File: src/rtl/riscv_pkg.sv
// riscv_pkg: shared RV32I constants and fetch-stage types
package riscv_pkg;
    localparam int XLEN = 32;
    localparam logic [XLEN-1:0] NOP_INSTR = 32'h0000_0013;
    typedef enum logic [1:0] {IDLE, FETCH, DRAIN} fetch_state_t;
    typedef struct packed {
        logic [XLEN-1:0] pc;
        logic [XLEN-1:0] instr;
    } fetch_entry_t;
endpackage

File: src/rtl/if_fifo.sv
// if_fifo: synchronous FIFO used for the fetch response buffer and the PC tag queue
// Ports: CLK/RST (sync, active-high), push/pop/flush controls, din/dout data, count occupancy.
// Flush overrides push/pop; callers never push when full or pop when empty.
module if_fifo #(
    parameter int WIDTH = 32,
    parameter int DEPTH = 2,
    parameter int CW    = $clog2(DEPTH + 1)
) (
    input  logic             CLK,
    input  logic             RST,
    input  logic             push,
    input  logic             pop,
    input  logic             flush,
    input  logic [WIDTH-1:0] din,
    output logic [WIDTH-1:0] dout,
    output logic [CW-1:0]    count
);
    localparam int PW = DEPTH > 1 ? $clog2(DEPTH) : 1;

    logic [WIDTH-1:0] mem [DEPTH];
    logic [PW-1:0]    rd_ptr, wr_ptr;

    function automatic logic [PW-1:0] nxt(input logic [PW-1:0] p);
        return p == PW'(DEPTH - 1) ? '0 : p + PW'(1);
    endfunction

    always_ff @(posedge CLK) begin
        if (push) mem[wr_ptr] <= din;
    end

    always_ff @(posedge CLK) begin
        if (RST || flush) begin
            rd_ptr <= '0;
            wr_ptr <= '0;
            count  <= '0;
        end else begin
            if (push) wr_ptr <= nxt(wr_ptr);
            if (pop) rd_ptr <= nxt(rd_ptr);
            count <= count + CW'(push) - CW'(pop);
        end
    end

    assign dout = mem[rd_ptr];
endmodule

File: src/rtl/if_stage.sv
// if_stage: RV32I instruction-fetch stage feeding the F/D register
// Ports: CLK/RST (sync, active-high); IMEM_* request/grant and in-order response
// interface; STALL_D, REDIRECT/REDIRECT_PC from later stages; INSTR_FD/PC_FD/PC4_FD/VALID_FD
// to decode. Define IF_BUBBLE_CNT_EN to add the FETCH_BUBBLES saturating bubble counter.
module if_stage
    import riscv_pkg::*;
#(
    parameter logic [31:0] RESET_PC   = 32'h0000_0000,
    parameter int          FIFO_DEPTH = 2
) (
    input  logic        CLK,
    input  logic        RST,
    output logic        IMEM_REQ,
    output logic [31:0] IMEM_ADDR,
    input  logic        IMEM_GNT,
    input  logic        IMEM_RVALID,
    input  logic [31:0] IMEM_RDATA,
    input  logic        STALL_D,
    input  logic        REDIRECT,
    input  logic [31:0] REDIRECT_PC,
    output logic [31:0] INSTR_FD,
    output logic [31:0] PC_FD,
    output logic [31:0] PC4_FD,
    output logic        VALID_FD
`ifdef IF_BUBBLE_CNT_EN
    ,
    output logic [31:0] FETCH_BUBBLES
`endif
);
    localparam int CW  = $clog2(FIFO_DEPTH + 1);
    localparam int CW1 = CW + 1;

    fetch_state_t    state, state_nxt;
    logic [XLEN-1:0] pc, tag_pc;
    logic [CW-1:0]   outstanding, drop, fifo_count, tag_count, out_nxt, drop_nxt;
    logic            gnt_ok, rsp, rsp_acc, fd_load, fifo_pop, fifo_push, bypass, load;
    fetch_entry_t    fifo_head, rsp_entry, ld;

    assign gnt_ok    = IMEM_REQ && IMEM_GNT;
    // Responses with nothing outstanding are strays (e.g. after reset) and are ignored.
    assign rsp       = IMEM_RVALID && outstanding != '0;
    // Live tags exist only for non-stale fetches; a response racing a redirect is stale.
    assign rsp_acc   = IMEM_RVALID && drop == '0 && tag_count != '0 && !REDIRECT;
    assign fd_load   = !STALL_D && !REDIRECT;
    assign fifo_pop  = fd_load && fifo_count != '0;
    assign bypass    = fd_load && fifo_count == '0 && rsp_acc;
    assign fifo_push = rsp_acc && !bypass;
    assign load      = fifo_pop || bypass;
    assign out_nxt   = outstanding + CW'(gnt_ok) - CW'(rsp);
    // Everything still in flight after a redirect belongs to the old path.
    assign drop_nxt  = REDIRECT ? out_nxt : drop - CW'(rsp && drop != '0);
    assign rsp_entry = '{pc: tag_pc, instr: IMEM_RDATA};
    assign ld        = fifo_pop ? fifo_head : rsp_entry;
    assign IMEM_ADDR = pc;

    if_fifo #(.WIDTH(2 * XLEN), .DEPTH(FIFO_DEPTH), .CW(CW)) u_fifo (
        .CLK   (CLK),
        .RST   (RST),
        .push  (fifo_push),
        .pop   (fifo_pop),
        .flush (REDIRECT),
        .din   (rsp_entry),
        .dout  (fifo_head),
        .count (fifo_count)
    );

    if_fifo #(.WIDTH(XLEN), .DEPTH(FIFO_DEPTH), .CW(CW)) u_tag (
        .CLK   (CLK),
        .RST   (RST),
        .push  (gnt_ok),
        .pop   (rsp_acc),
        .flush (REDIRECT),
        .din   (pc),
        .dout  (tag_pc),
        .count (tag_count)
    );

    always_ff @(posedge CLK) begin
        if (RST) state <= IDLE;
        else state <= state_nxt;
    end

    always_comb begin
        state_nxt = state == IDLE  ? FETCH :
                    state == FETCH ? (REDIRECT && out_nxt != '0 ? DRAIN : FETCH) :
                                     (drop_nxt == '0 ? FETCH : DRAIN);
    end

    // Outstanding plus buffered never exceeds the FIFO depth, so every response has a slot.
    always_comb begin
        IMEM_REQ = state == FETCH && !REDIRECT &&
                   ({1'b0, outstanding} + {1'b0, fifo_count}) < CW1'(FIFO_DEPTH);
    end

    always_ff @(posedge CLK) begin
        if (RST) begin
            pc          <= RESET_PC & ~32'h3;
            outstanding <= '0;
            drop        <= '0;
            VALID_FD    <= 1'b0;
            INSTR_FD    <= NOP_INSTR;
            PC_FD       <= '0;
            PC4_FD      <= '0;
        end else begin
            outstanding <= out_nxt;
            drop        <= drop_nxt;
            if (REDIRECT) pc <= REDIRECT_PC & ~32'h3;
            else if (gnt_ok) pc <= pc + 32'd4;
            if (REDIRECT) VALID_FD <= 1'b0;
            else if (fd_load) VALID_FD <= load;
            if (fd_load && load) begin
                INSTR_FD <= ld.instr;
                PC_FD    <= ld.pc;
                PC4_FD   <= ld.pc + 32'd4;
            end
        end
    end

`ifdef IF_BUBBLE_CNT_EN
    always_ff @(posedge CLK) begin
        if (RST) FETCH_BUBBLES <= '0;
        else if (state != IDLE && !VALID_FD && !STALL_D && FETCH_BUBBLES != '1)
            FETCH_BUBBLES <= FETCH_BUBBLES + 32'd1;
    end
`endif
endmodule

File: config.mk
export PLATFORM = sky130hd
export DESIGN_NAME = if_stage
export DESIGN_NICKNAME = d
export VERILOG_FILES = /design/src/rtl/riscv_pkg.sv /design/src/rtl/if_fifo.sv /design/src/rtl/if_stage.sv
export SDC_FILE = /design/constraint.sdc
export NUM_CORES = 1
export LEC_CHECK = 0
export CAP_MARGIN = 20
export CORE_MARGIN = 1.5
export CORE_UTILIZATION = 49
export CTS_CLUSTER_DIAMETER = 120
export DETAILED_ROUTE_END_ITERATION = 12
export PLACE_DENSITY = 0.88
export SLEW_MARGIN = 20
export SYNTH_ARGS = -nofsm -noshare
export SYNTH_HDL_FRONTEND = slang
export SYNTH_SLANG_ARGS = --single-unit
File: constraint.sdc
create_clock -name CLK -period 5.1 [get_ports CLK]
set_input_delay 1.02 -clock CLK [delete_from_list [all_inputs] [get_ports CLK]]
set_output_delay 1.02 -clock CLK [all_outputs]
set_load 0.02 [all_outputs]
==> flow_metrics.py, run 1 <==
metrics = {
    "cts": {
        "cts.repair.resized": 0,
        "htreeDepth": 2,
        "ctsHoldBuffers": 0,
        "cts_buffers": 34,
        "cts_root_buf": "clkbuf_16",
        "clk_path_buf_depth": 3,
        "cts_tree": "done",
        "cts_sinks": 323,
        "clkTransAtPathRegs_ps": 60,
        "clkLatencyLatePin_ps": 520,
        "cts_setup_buffers": 0,
    },
    "detailed_routing": {
        "highest_layer": "met4",
        "avgViaCountPerCell": 5.69,
        "wl_um": 33000,
        "dr.first_iter.drc_count": 1032,
        "first_pass_iters": 5,
        "route.detailed.drc": 0,
        "antenna_left": 0,
        "met1_length_um": 14200,
        "wl_per_cell_um": 18.3,
        "met2_length_um": 15300,
        "vias": 10269,
        "wl_met3_um": 2790,
    },
    "global_route": {
        "grt_usage_pct": 22.3,
        "antenna_found_initial": 0,
        "grt_max_degree": 106,
        "grt_first_pass_wirelength_um": 51700,
        "grt_overflow": 0,
        "grt_pass1_vias": 9767,
    },
    "floorplan": {
        "core-area_mm2": 0.0279,
        "die_area_mm2": 0.0294,
        "dieHeight_um": 171,
        "core.rowCount": 61,
        "fp.dieW_um": 171,
        "num_io_pins": 200,
        "start_util_pct": 49.9,
    },
    "timing": {
        "finalSetupViolations": 0,
        "layout_min_cycle_time_ps": 3880,
        "fin_tns_setup_ps": 0,
        "drv_slew": 0,
        "hold_violations": 0,
        "rsz0062_at_grt": "false",
        "period_share_pct": 76.1,
        "tightestPinTransition_ps": 1030,
        "relSlewSlack_pct": 31.6,
        "finClkSkew_ps": 33.0,
        "fmax_ghz": 0.258,
    },
    "layout": {
        "final_nets": 1482,
        "final_util_pct": 61.7,
        "insertedDiodeCount": 0,
        "syn_to_final_growth_pct": 23.8,
        "drive_above_1_share_pct": 8.12,
    },
    "setup_path": {
        "cp_num_buf_inv": 2,
        "r2r_end": "PC4_FD[30]",
        "r2r_slack_ps": 1550,
        "r2r_cells": 12,
        "endpoint_kind": "register",
        "required_ps": 5520,
        "crit_family": "compound AO/OA/AOI/OAI gates",
        "slowest_stage": "a2111oi_4",
        "worst_setup_path_start_kind": "primary input",
        "path_cells": "clkdlybuf4s50_1 -> nor2_2 -> nand2_4 -> clkinv_2 -> nor2_1 -> a21oi_1 -> ha_1 -> nand2_1 -> o31a_1 -> a2111oi_4 -> nand2_2 -> or3_1 -> a311oi_1",
        "worstSetupPathDepth": 13,
        "cp.arrival_ps": 4300,
        "cp-startpoint": "STALL_D",
        "critical-path-max-stage-delay_ps": 690,
        "critical_path_class": "in -> reg",
        "cp_max_fo": 17,
        "crit_end": "PC4_FD[30]",
    },
    "synth": {
        "syn_inst": 1234,
        "yosysTopAreaCell": "edfxtp_1",
        "synth-async-reset-ratio_pct": 0,
        "synth.top_cell.area_share_pct": 39.8,
        "synth-main-ff-cell": "edfxtp_1",
        "synth_edf_count": 184,
        "synth_area_mm2": 0.0139,
        "ys_ff_latch": 323,
        "yosys_warnings": 0,
        "yosysUniqueCellTypes": 77,
        "synth_area_leaders": "edfxtp_1 (40%), dfxtp_1 (20%), mux2i_1 (5.6%)",
        "syn_area_per_cell_um2": 11.3,
        "seq_area_frac_synth_pct": 59.8,
    },
    "placed_design": {
        "dpl.hpwl_um": 22000,
        "place_congestion": 0.897,
        "portBuffers": 191,
    },
    "pwr": {
        "switching_share_pct": 23.9,
        "p_switching_w": 0.00140,
        "p_leak_nw": 5.49,
        "p_int_w": 0.00445,
        "p_per_area_mw_per_mm2": 340,
        "ir_drop_v": 0.000240,
        "p_clk_share_pct": 41.1,
        "combPwrFrac_pct": 9.1,
        "seqPwrFrac_pct": 49.8,
    },
    "outcome": {
        "outcome": "finished clean",
    },
    "min_path": {
        "hold_path_startpoint": "PC_FD[3]",
        "hold_class": "reg -> reg",
    },
    "job": {
        "max_cap_viol_count": 0,
    },
}
## metal layers
| metal | global-route usage [%] | vias to the layer above |
|---|---|---|
| met5 | 0 | - |
| met4 | 6.94 | 0 |
| met3 | 4.26 | 50 |
| met2 | 35.6 | 502 |
| met1 | 30.9 | 4855 |
| li1 | - | 4862 |
## worst register-to-register path, stage by stage, from the launching register on
cell	delay, ps
dfxtp_1	300
buf_4	430
mux2i_1	290
inv_1	180
nor2_1	70
a21oi_1	170
ha_1	260
nand2_1	80
o31a_1	310
a2111oi_4	690
nand2_2	90
or3_1	360
a311oi_1	240
## cells in the mapped netlist (all sizes together) (10+ instances only)
| cell | n |
|---|---|
| inv | 33 |
| nand2 | 139 |
| nor3 | 15 |
| mux2i | 78 |
| nor2b | 11 |
| o211ai | 31 |
| mux2 | 13 |
| clkbuf | 40 |
| buf | 40 |
| xnor2 | 18 |
| nor4 | 10 |
| o21ai | 40 |
| a221oi | 10 |
| a211oi | 29 |
| nand4 | 10 |
| xor2 | 17 |
| dfxtp | 139 |
| nor2 | 111 |
| a21oi | 108 |
| nand3 | 41 |
| edfxtp | 184 |
| a31oi | 11 |
## cells by family after synthesis
logic type                 count (synthesis)  share of synthesized area (%)
xor gates and xnor gates                  35                           2.21
DFF                                      323                           59.8
AOI/OAI and AO/OA                        275                           13.2
and+or+nand+nor                          386                           13.4
muxes                                     91                           6.68
adders and majority gates                 10                          0.955
buffers and inverters                    113                           3.70
other                                      1                         0.0270
## state kept, by name (all words and copies together), names as in the netlist, named ones only
| name | cells |
|---|---|
| drop | 2 |
| u_tag.wr_ptr | 1 |
| state | 2 |
| u_fifo.count | 2 |
| u_tag.rd_ptr | 1 |
| PC_FD | 30 |
| PC4_FD | 30 |
| u_tag.count | 2 |
| u_fifo.wr_ptr | 1 |
| u_tag.mem | 60 |
| u_fifo.rd_ptr | 1 |
| outstanding | 2 |
| u_fifo.mem | 124 |
| VALID_FD | 1 |
| IMEM_ADDR | 30 |
| INSTR_FD | 32 |
## metrics by stage
step	std cells	setup slack, ps	hold slack, ps	cell area [µm²]	power (W)
after global routing	1806	1040	467	17200	0.00604
after global placement	1744	850	437	16100	0.00346
final	1806	1220	451	17200	0.00585
after CTS	1806	1270	452	17200	0.00587
after floorplan	1239	78.6	472	13900	0.00327
after detailed placement	1744	748	445	16100	0.00349
## area by class of cell
cell class / count / area [µm²]
tap: 378 / 473
clock inverter: 15 / 161
inverter: 33 / 125
sequential: 323 / 8310
fill: 2117 / 10700
multi-input combinational: 803 / 5110
clock buffer: 47 / 931
timing repair buffer: 207 / 2070
## power groups by stage
stage | registers, W | clock network [W] | logic, W
after floorplan | 0.00297 | 0 | 0.000293
after global placement | 0.00296 | 0 | 0.000509
after detailed placement | 0.00296 | 0 | 0.000522
after CTS | 0.00291 | 0.00243 | 0.000527
after global routing | 0.00292 | 0.00254 | 0.000578
final | 0.00291 | 0.00241 | 0.000533
## cells in the final DEF, fill, tap and decap left out, types with 13 or more instances in the layout
master	n
dfxtp_1	138
nand2_1	137
inv_1	30
mux2i_1	78
a21oi_1	108
a211oi_1	28
o211ai_1	31
clkdlybuf4s50_1	189
edfxtp_1	184
buf_4	13
xor2_1	17
o21ai_0	28
xnor2_1	18
clkbuf_16	35
nor2_1	106
nand3_1	39
nor3_1	15
## worst min-delay path by stage
| stage | endpoint | slack [ps] | depth (start not counted) |
|---|---|---|---|
| floorplan | register | 470 | 2 |
| global placement | INSTR_FD[29] | 440 | 2 |
| detailed placement | PC_FD[3] | 440 | 2 |
| CTS | PC_FD[3] | 450 | 2 |
| global route | INSTR_FD[12] | 470 | 2 |
| finish | PC_FD[3] | 450 | 2 |
(Power assumes the default switching activity.)
==> run 2, diff against run 1 <==
clock period = 3.35 ns   (was 5.1 ns; I/O delays follow)
==> run 2 against run 1 <==
  * First-iteration DRC count up 5.5%
  * Register-to-register slack worse by 1300 ps
  * Hold slack worse by 1.6 ps
  * Power up 55%
  * Cell area up 2.7%
  * Global-route usage up 0.89 points
  * Routed wire length up 4.6%
  * Critical path depth down 4
  * Sequential share of layout area down 1.3 points
  * Die area unchanged
  * Clock-buffer cell count down 1
  * Via count up 3.5%
==> flow_metrics.py, run 2 (synthesis gave the netlist of run 1 again) <==
metrics = {
    "outcome": {
        "outcome": "finished clean",
    },
    "timing": {
        "layout_min_cycle_time_ps": 3090,
        "finalSetupViolations": 0,
        "finClkSkew_ps": 21.5,
        "rsz0062_at_grt": "false",
        "tightestPinTransition_ps": 901,
        "fmax_ghz": 0.324,
        "whs_ps": 449,
        "relSlewSlack_pct": 39.7,
        "drv_slew": 0,
        "hold_violations": 0,
        "fin_tns_setup_ps": 0,
        "period_share_pct": 92.3,
    },
    "floorplan": {
        "die_area_mm2": 0.0294,
        "dieHeight_um": 171,
        "start_util_pct": 49.9,
        "core-area_mm2": 0.0279,
        "num_io_pins": 200,
        "fp.dieW_um": 171,
        "core.rowCount": 61,
    },
    "layout": {
        "drive_above_1_share_pct": 11.3,
        "syn_to_final_growth_pct": 27.1,
        "layout_common_cells": "clkdlybuf4s50_1 (188), edfxtp_1 (184), dfxtp_1 (138)",
        "largest_reg_flops": 124,
        "n_fill_cell": 2074,
        "top_register": "u_fifo.mem",
        "top_regs": "u_fifo.mem: 124 flops, u_tag.mem: 60 flops, INSTR_FD: 32 flops",
        "final_nets": 1527,
        "insertedDiodeCount": 0,
        "layout_commonest_cell": "clkdlybuf4s50_1",
    },
    "pwr": {
        "total_power_w": 0.00906,
        "p_per_area_mw_per_mm2": 513,
        "ir_drop_v": 0.000351,
        "p_leak_nw": 5.77,
    },
    "detailed_routing": {
        "vias": 10630,
        "route.detailed.drc": 0,
        "wl_um": 34500,
        "dr.first_iter.drc_count": 1089,
        "avgViaCountPerCell": 5.75,
        "wl_per_cell_um": 18.6,
        "antenna_left": 0,
        "first_pass_iters": 6,
    },
    "cts": {
        "cts.repair.resized": 0,
        "cts_tree": "done",
        "clkLatencyLatePin_ps": 520,
        "clk_path_buf_depth": 3,
        "ctsHoldBuffers": 0,
        "clkTransAtPathRegs_ps": 70,
        "cts_buffers": 35,
        "cts_setup_buffers": 0,
        "cts_root_buf": "clkbuf_16",
        "cts_sinks": 323,
        "htreeDepth": 2,
    },
    "global_route": {
        "grt_pass1_vias": 10195,
        "grt_first_pass_wirelength_um": 53600,
        "grt_max_degree": 106,
        "grt_usage_pct": 23.2,
        "antenna_found_initial": 0,
        "grt_overflow": 0,
    },
    "placed_design": {
        "place_congestion": 0.917,
        "dpl.hpwl_um": 22900,
        "portBuffers": 191,
    },
    "min_path": {
        "hold_class": "reg -> reg",
        "worstHoldPathCells": 2,
        "hold_path_startpoint": "INSTR_FD[28]",
        "worstHoldEndpoint": "INSTR_FD[28]",
    },
    "setup_path": {
        "cp.arrival_ps": 3530,
        "endpoint_kind": "register",
        "r2r_end": "IMEM_ADDR[27]",
        "worst_setup_path_start_kind": "register",
        "r2r-start": "u_fifo.count[0]",
        "critical_path_class": "reg -> reg",
        "cp_max_fo": 34,
        "required_ps": 3790,
        "r2r_cells": 9,
        "r2r_slack_ps": 260,
    },
    "job": {
        "max_cap_viol_count": 0,
    },
}
-- run 2: cell count changes in the layout (fill, tap and decap cells not counted), sizes merged --
cell,change
clkinv,+1
inv,+2
dlymetal6s2s,+1
clkbuf,-1
buf,+44
clkinvlp,-2
clkdlybuf4s50,-1
-- run 2: cell type report --
class	count	area (µm²)	share of cell area (%)
timing repair buffer	251	2470	14.0
inverter	33	126	0.716
multi-input combinational	803	5150	29.2
clock buffer	46	961	5.44
tap	378	473	2.68
sequential	323	8310	47.1
clock inverter	16	160	0.907
-- run 2: through the flow --
step | instances | setup WS [ps] | utilization, % | cell area [µm²]
after CTS | 1850 | 48.7 | 63.3 | 17600
after detailed placement | 1788 | -49.6 | 59.3 | 16500
after floorplan | 1239 | 21.7 | - | 14000
after global placement | 1788 | 56.3 | 59.3 | 16500
final | 1850 | 259 | 63.4 | 17700
after global routing | 1850 | 90.3 | 63.4 | 17700
-- run 2: metal layers --
metal	vias up	wire [µm]	global-route usage, %
met4	0	986	7.82
met5	-	0	0
met3	79	2740	3.66
met1	5079	14200	31.0
met2	525	16600	38.7
li1	4947	-	-
-- run 2: how the worst max path moves through the flow --
stage / startpoint / end / slack (ps) / cells after the start
finish: u_fifo.count[0] / IMEM_ADDR[27] / 260 / 9
floorplan: REDIRECT / u_fifo.mem[1][0] / 20 / 4
global placement: STALL_D / PC4_FD[30] / 60 / 13
detailed placement: STALL_D / PC4_FD[30] / -50 / 13
CTS: u_fifo.count[0] / IMEM_REQ / 50 / 4
global route: u_fifo.count[0] / IMEM_ADDR[6] / 90 / 9
-- run 2: critical path: stages (launching register included) --
cell     delay [ps]
dfxtp_1         340
and2_1          180
fa_1            550
nor4_4           70
nand2_1         110
buf_4           360
inv_2           240
nor2_1          740
o21ai_0         230
a31oi_1         210
-- run 2: report_power, final --
group / switching [W] / total (W) / leakage, nW / internal, W
clock network: 0.00154 / 0.00373 / 0.550 / 0.00219
registers: 0.000110 / 0.00444 / 2.80 / 0.00433
logic: 0.000518 / 0.000886 / 2.42 / 0.000368
